===== config.mk =====
export PLATFORM = sky130hd
export DESIGN_NAME = pwm_capture_flat
export DESIGN_NICKNAME = d
export VERILOG_FILES = /design/src/rtl/pwm_capture_if.sv /design/src/rtl/pwm_capture.sv /design/src/flat_wrapper.sv
export SDC_FILE = /design/constraint.sdc
export NUM_CORES = 1
export LEC_CHECK = 0
export ABC_AREA = 1
export CAP_MARGIN = 5
export CORE_ASPECT_RATIO = 1.2
export CORE_UTILIZATION = 61
export DETAILED_ROUTE_END_ITERATION = 8
export GPL_ROUTABILITY_DRIVEN = 0
export GPL_TIMING_DRIVEN = 0
export PLACE_DENSITY = 0.85
export SYNTH_ARGS = -nofsm -noshare
export SYNTH_HDL_FRONTEND = slang
export SYNTH_SLANG_ARGS = --single-unit

===== constraint.sdc =====
create_clock -name clk -period 3.6 [get_ports clk]
set_input_delay 0.54 -clock clk [delete_from_list [all_inputs] [get_ports clk]]
set_output_delay 0.54 -clock clk [all_outputs]
set_load 0.01 [all_outputs]

===== src/rtl/pwm_capture_if.sv =====
// Link-side bundle for the PWM duty recovery block: gated waveform in, recovered sample and status out.
interface pwm_capture_if #(
    parameter int WIDTH = 8
);
    logic             hsync;
    logic             pwm_in;
    logic [WIDTH-1:0] data_out;
    logic             data_valid;
    logic             multi_pulse;
    logic             saturated;
    logic             abort;

    modport master (
        output hsync,
        output pwm_in,
        input  data_out,
        input  data_valid,
        input  multi_pulse,
        input  saturated,
        input  abort
    );

    modport slave (
        input  hsync,
        input  pwm_in,
        output data_out,
        output data_valid,
        output multi_pulse,
        output saturated,
        output abort
    );
endinterface


===== src/rtl/pwm_capture.sv =====
// Recovers an 8-bit duty value per hsync-gated frame by counting high clocks of pwm_in.
// Frames run back-to-back while hsync stays high; hsync falling mid-frame discards the frame.
//
//   state   | meaning
//   --------+-----------------------------------------------------------
//   IDLE    | waiting for a low-to-high transition on synchronized hsync
//   MEASURE | counting high clocks and pwm edges across PERIOD clocks
module pwm_capture #(
    parameter int WIDTH       = 8,
    parameter int PERIOD      = 256,
    parameter int SYNC_STAGES = 2
) (
    input logic         clk,
    input logic         rst,
    pwm_capture_if.slave cap
);
    // PERIOD must be at least 2 so frame_cnt has a nonzero width.
    localparam int FCW = $clog2(PERIOD);
    localparam int WW  = $clog2(SYNC_STAGES + 1);

    localparam logic [FCW-1:0] LAST_CNT = FCW'(PERIOD - 1);
    localparam logic [WIDTH:0] HMAX     = {(WIDTH + 1){1'b1}};

    typedef enum logic {
        IDLE,
        MEASURE
    } state_t;

    state_t                 state;
    logic [SYNC_STAGES-1:0] pwm_sync;
    logic [SYNC_STAGES-1:0] hs_sync;
    logic                   pwm_s;
    logic                   hs_s;
    logic                   hs_q;
    logic                   pwm_q;
    logic [WW-1:0]          warm;
    logic [FCW-1:0]         frame_cnt;
    logic [WIDTH:0]         high_cnt;
    logic [1:0]             edge_cnt;

    logic [WIDTH-1:0]       data_r;
    logic                   valid_r;
    logic                   multi_r;
    logic                   sat_r;
    logic                   abort_r;

    logic [WIDTH:0]         hi_next;
    logic [1:0]             edge_next;
    logic                   frame_end;
    logic                   rise;

    always_ff @(posedge clk) begin
        if (rst) begin
            pwm_sync <= '0;
            hs_sync  <= '0;
        end else begin
            pwm_sync[0] <= cap.pwm_in;
            hs_sync[0]  <= cap.hsync;
            for (int i = 1; i < SYNC_STAGES; i++) begin
                pwm_sync[i] <= pwm_sync[i-1];
                hs_sync[i]  <= hs_sync[i-1];
            end
        end
    end

    assign pwm_s = pwm_sync[SYNC_STAGES-1];
    assign hs_s  = hs_sync[SYNC_STAGES-1];

    always_comb begin
        hi_next   = (high_cnt == HMAX) ? HMAX : high_cnt + {{WIDTH{1'b0}}, pwm_s};
        edge_next = (edge_cnt == 2'd2) ? 2'd2 : edge_cnt + {1'b0, pwm_s & ~pwm_q};
        frame_end = (frame_cnt == LAST_CNT);
        rise      = hs_s & ~hs_q;
    end

    always_ff @(posedge clk) begin
        if (rst) begin
            state     <= IDLE;
            hs_q      <= 1'b1;
            pwm_q     <= 1'b0;
            warm      <= WW'(SYNC_STAGES);
            frame_cnt <= '0;
            high_cnt  <= '0;
            edge_cnt  <= '0;
            data_r    <= '0;
            valid_r   <= 1'b0;
            multi_r   <= 1'b0;
            sat_r     <= 1'b0;
            abort_r   <= 1'b0;
        end else begin
            valid_r <= 1'b0;
            abort_r <= 1'b0;

            // The sync chain comes out of reset full of zeros; holding hs_q high until it
            // has flushed stops an hsync held high through reset from looking like a rise.
            if (warm != '0) begin
                warm <= warm - WW'(1);
                hs_q <= 1'b1;
            end else begin
                hs_q <= hs_s;
            end

            case (state)
                IDLE: begin
                    if (rise) begin
                        state     <= MEASURE;
                        frame_cnt <= '0;
                        high_cnt  <= '0;
                        edge_cnt  <= '0;
                        pwm_q     <= 1'b0;
                    end
                end
                MEASURE: begin
                    if (!hs_s) begin
                        abort_r <= 1'b1;
                        state   <= IDLE;
                    end else if (frame_end) begin
                        valid_r   <= 1'b1;
                        data_r    <= hi_next[WIDTH] ? {WIDTH{1'b1}} : hi_next[WIDTH-1:0];
                        sat_r     <= hi_next[WIDTH];
                        multi_r   <= (edge_next == 2'd2);
                        frame_cnt <= '0;
                        high_cnt  <= '0;
                        edge_cnt  <= '0;
                        pwm_q     <= 1'b0;
                    end else begin
                        frame_cnt <= frame_cnt + FCW'(1);
                        high_cnt  <= hi_next;
                        edge_cnt  <= edge_next;
                        pwm_q     <= pwm_s;
                    end
                end
                default: state <= IDLE;
            endcase
        end
    end

    assign cap.data_out    = data_r;
    assign cap.data_valid  = valid_r;
    assign cap.multi_pulse = multi_r;
    assign cap.saturated   = sat_r;
    assign cap.abort       = abort_r;
endmodule


===== src/flat_wrapper.sv =====
// flat-port wrapper written by rule: the top's interface ports become plain ports
module pwm_capture_flat 
#(
    parameter int WIDTH       = 8,
    parameter int PERIOD      = 256,
    parameter int SYNC_STAGES = 2
)
  (clk, rst, cap_hsync, cap_pwm_in, cap_data_out, cap_data_valid, cap_multi_pulse, cap_saturated, cap_abort);
  pwm_capture_if #(.WIDTH(WIDTH)) cap_i ();
  input logic clk;
  input logic rst;
  input wire logic [$bits(cap_i.hsync)-1:0] cap_hsync;
  input wire logic [$bits(cap_i.pwm_in)-1:0] cap_pwm_in;
  output wire logic [$bits(cap_i.data_out)-1:0] cap_data_out;
  output wire logic [$bits(cap_i.data_valid)-1:0] cap_data_valid;
  output wire logic [$bits(cap_i.multi_pulse)-1:0] cap_multi_pulse;
  output wire logic [$bits(cap_i.saturated)-1:0] cap_saturated;
  output wire logic [$bits(cap_i.abort)-1:0] cap_abort;
  assign cap_i.hsync = cap_hsync;
  assign cap_i.pwm_in = cap_pwm_in;
  assign cap_data_out = cap_i.data_out;
  assign cap_data_valid = cap_i.data_valid;
  assign cap_multi_pulse = cap_i.multi_pulse;
  assign cap_saturated = cap_i.saturated;
  assign cap_abort = cap_i.abort;
  pwm_capture #(.WIDTH(WIDTH), .PERIOD(PERIOD), .SYNC_STAGES(SYNC_STAGES)) u_core (.clk(clk), .rst(rst), .cap(cap_i));
endmodule

Word-level counts from Yosys, hierarchy flattened:

Index checks and enable logic that the tools add are counted.

* register bits: 40
* input bits: 4
* output and inout bits: 12
* logic and storage cells: 60

* add/subtract/negate cells: 4
* equal/unequal tests: 6
* mux-type cells: 24
* bitwise operators: 6
* reduce and logical (&&, ||, !) cells: 6

Operator list (count)
* $mux W9: 4
* $mux W8: 4
* $pmux W9 S2: 1
* $pmux W8 S2: 1
* $add A9 B1 Y9: 1
* $eq A9 B9 Y1 const B: 1
* $add A8 B1 Y8 const B: 1
* $eq A8 B8 Y1 const B: 1
* $mux W2: 4
* $mux W1: 7
* $eq A2 B2 Y1 const B: 2
* $not A1 Y1: 4
* $pmux W1 S2: 2
* $pmux W2 S2: 1
* $reduce_or A2 Y1: 2
* $reduce_and A3 Y1: 1
* $reduce_or A3 Y1: 1
* $add A2 B1 Y2: 1
* $and A1 B1 Y1: 2
* $ne A2 B1 Y1 const B: 1
* $ne A2 B2 Y1 const B: 1
* $reduce_and A2 Y1: 1
* $reduce_bool A2 Y1: 1
* $sub A2 B1 Y2 const B: 1

Longest topological paths before layout:

* depth after elaboration: 7
* depth in mapped cells: 11
* gate-level depth less buffers: 11

Least setup slack after synthesis:

Ideal clock, no wire load.

* path kind: register to register
* start point: register u_core.high_cnt[0]
* end point: register u_core.data_r[5], in the netlist u_core.cap.data_out[5]
* library setup time: 109 ps
* data arrival time: 1379 ps
* path slack: 2111 ps
* stages on the path, launching flop included: 12
* clock period less this slack: 1489 ps
* cell sequence: dfxtp_1 -> ha_1 -> ha_1 -> nand2_1 -> nor2_1 -> nand2_1 -> nand2_1 -> nand3_2 -> nand2_4 -> nand3_2 -> nand2_1 -> inv_1

* cells in the longest elaborated chain, start to end: 3
* elaborated cells on any way between the ends: 4
* those cells by class: add/sub: 1; eq/ne: 1; mux: 2

Ends and longest elaborated chain
* from (decl): line pwm_capture.sv:38 `logic [WIDTH:0] high_cnt;`
* from (signal assigned): line pwm_capture.sv:128 `high_cnt <= hi_next;`
* $add A9 B1 Y9 / $eq A9 B9 Y1 (equally long branches): line pwm_capture.sv:70 `hi_next = (high_cnt == HMAX) ? HMAX : high_cnt + {{WIDTH{1'b0}}, pwm_s};`
* $mux W9 *: line pwm_capture.sv:70
* $mux W8 *: line pwm_capture.sv:119 `data_r <= hi_next[WIDTH] ? {WIDTH{1'b1}} : hi_next[WIDTH-1:0];`
* to (signal assigned): line pwm_capture.sv:119
* to (decl): line pwm_capture.sv:41 `logic [WIDTH-1:0] data_r;`

Mark *: on every way between the ends. The rest lies on a longest branch, timed or not.
A chain may end at the register's enable or synchronous reset.

Final worst setup path:

* start point: register u_core.data_r[0], in the netlist u_core.cap.data_out[0]
* end point: output port cap_data_out[0]

RTL lines
* to (decl): line flat_wrapper.sv:14 `output wire logic [$bits(cap_i.data_out)-1:0] cap_data_out;`

No word-level cell between the ends.

==> run metrics <==
Top Ports=16; TNS Setup=0 ns; CP peak stage delay=0.54 ns; share of cells above drive strength 1=10.9%; Routed WL=3.85 mm; Psw=0.191 mW; pre-CTS WS=1.73 ns; PwrDens=385 nW/um^2; max-cap viol count=0; first-pass GRT wire length=6.35 mm; clock skew=0.0148 ns; number of global-route vias before repair=1468; Yosys top cell area share=42.4%; placed insts=310; crit share post-route=49.8%; DR WL met2=1.96 mm; Final Critical Period=1.79 ns; Final HPWL DP=2.79 mm; Die Y=63.0 um; WL met3=129 um; DRT antenna net count=0; Sw Share=22.8%; Buf/Inv on CP=1; CP max-delay cell=clkdlybuf4s50_1; core box area=2860 um^2; outcome=completed; synth warn=0; fin worst setup slack=1.81 ns; ant diodes=0; DRC=0; Logic pwr share=6.4%; Post-Syn Nets=270; Worst-path clk slew=0.13 ns; Skew-Pair Late Insertion Delay=0.35 ns; Slew headroom=66.9%; cts hold-fix bufs=0; Worst setup SP type=register; Finished Layout Cells=318; synthesized area per cell=7.24 um^2; critical setup path kind=register to primary output; Mapped Area=1890 um^2; port bufs=15; Fmax=558 MHz; CP Cell Sequence=clkdlybuf4s50_1; Worst setup EP type=primary output; Clock power frac=37.9%; Final Max Slew Viols=0; clk root buf=clkbuf_4; antenna violations before repair=0; GRT Total Usage=26.4%; row count=21; WP data required=3.06 ns; cell taking the most area after synthesis=dfxtp_1; post-synth cell types=27; Leak=0.935 nW; Fill cells=229; Post-CTS Resized=0; CP arrival=1.25 ns; CTS Buf Count=5; sequential share of the synthesized area=42.4%; WHS=0.417 ns; die width=52.8 um; pin count of the biggest net entering global routing=14; die area=3320 um^2; Max H-tree Level=2; Final Hold Violating Endpoints=0; Area Growth Syn to Fin=15.0%; clk sinks=40; ranking of synthesized cells by area=dfxtp_1, nand2_1, inv_1; Tightest Pin Transition=0.497 ns; drt pass-1 iters=4; type of the most critical hold path=register to register; M1 WL=1.68 mm; maximum vdd drop=0.445 mV; DR vias/cell=5.20; cell-internal power=0.645 mW; endpoints failing setup=0; delay-heaviest family, CP=buffers and inverters; Mapped Cells=261; deepest clock path buffer count=2; CTS tree=done; GRT Residual Overflow=0; initial core utilization=66.0%; Sequential Power Share=55.7%; unrepaired setup endpoints after global routing=no; top sig layer=met4; worst-path fanout max=2; drt wl/cell=12.1 um; # Post-CTS Setup Buffers=0; DR iter-0 viols=50; Yosys reg bits=40; fin nets=292; Vias=1654
logic make-up after synthesis:
logic type | after synthesis | synth area share [%]
simple gates | 133 | 33.1
buf+inv | 41 | 9.07
compound gates | 40 | 11.2
flops | 40 | 42.4
fa+ha+maj | 5 | 3.31
xor+xnor | 2 | 0.927
cells in the final DEF (no fill, tap or decap):
cell              n
nand2_1          75
dfxtp_1          40
inv_1            33
a21oi_1          24
nor2_1           19
nand3_1          17
clkdlybuf4s50_1  15
o21ai_0           9
nand2_2           5
nand3_2           5
ha_1              5
clkbuf_4          5
nor2_4            4
o21ai_1           3
clkbuf_1          3
buf_6             2
or2_2             2
buf_2             2
o21a_1            2
xor2_1            2
nand4_2           1
nand3b_1          1
nand2_4           1
or2_1             1
nand4_1           1
nor3_1            1
inv_2             1
a211oi_1          1
a221oi_1          1
bufinv_16         1
clkinv_4          1
clkbuf_8          1
per-layer routing:
layer / up-vias / global-route usage (%)
li1: 865 / -
met1: 755 / 29.3
met2: 26 / 44.1
met3: 8 / 7.30
met4: 0 / 13.5
met5: - / 0
cell usage after synthesis, drive strengths merged:
| master | number |
|---|---|
| a211oi | 1 |
| a21oi | 24 |
| a221oi | 1 |
| buf | 4 |
| clkbuf | 3 |
| dfxtp | 40 |
| ha | 5 |
| inv | 34 |
| nand2 | 81 |
| nand3 | 22 |
| nand3b | 1 |
| nand4 | 2 |
| nor2 | 23 |
| nor3 | 1 |
| o21a | 2 |
| o21ai | 12 |
| or2 | 3 |
| xor2 | 2 |
path summary, 6_finish.rpt:
check | from | endpoint | slack (ns) | cells past startpoint
hold / removal | u_core.hs_sync[0] | u_core.hs_sync[1] | 0.42 | 2
setup / recovery | u_core.cap.data_out[0] | cap_data_out[0] | 1.81 | 1
hold reg to reg | u_core.hs_sync[0] | u_core.hs_sync[1] | 0.42 | 2
setup reg to reg | u_core.high_cnt[0] | u_core.cap.data_out[5] | 1.86 | 11
cell type report:
type,count,area [um^2],share of cell area (%)
plain buffers,7,43.8,2.02
clock buffers,6,51.3,2.36
flip-flops and latches,40,801,36.9
multi-input cells,180,917,42.2
inverters,34,128,5.88
clock inverters,2,38.8,1.79
well taps,34,42.5,1.96
repair buffers,15,150,6.91
power groups by stage:
stage                     registers, mW  clock network, mW  logic, mW
after global routing              0.468              0.343     0.0599
final                             0.466              0.317     0.0537
after CTS                         0.466              0.322     0.0545
after floorplan                   0.474                  0     0.0369
after global placement            0.475                  0     0.0486
after detailed placement          0.476                  0     0.0538
registers in the layout (all words and copies together), names as in the netlist:
| register | cells |
|---|---|
| u_core.high_cnt | 9 |
| u_core.cap.data_out | 8 |
| u_core.frame_cnt | 8 |
| u_core.edge_cnt | 2 |
| u_core.hs_sync | 2 |
| u_core.pwm_sync | 2 |
| u_core.warm | 2 |
| u_core.cap.abort | 1 |
| u_core.cap.data_valid | 1 |
| u_core.cap.multi_pulse | 1 |
| u_core.cap.saturated | 1 |
| u_core.hs_q | 1 |
| u_core.pwm_q | 1 |
| u_core.state | 1 |
per-stage QoR:
step                power [mW]  util, %  cell area, um^2
floorplan                0.511        -             1890
finish                   0.836     75.8             2170
detailed placement       0.530     72.7             2080
global placement         0.524     72.7             2080
CTS                      0.842     75.8             2170
global route             0.870     75.8             2170
Power figures use the tool's default switching activity.
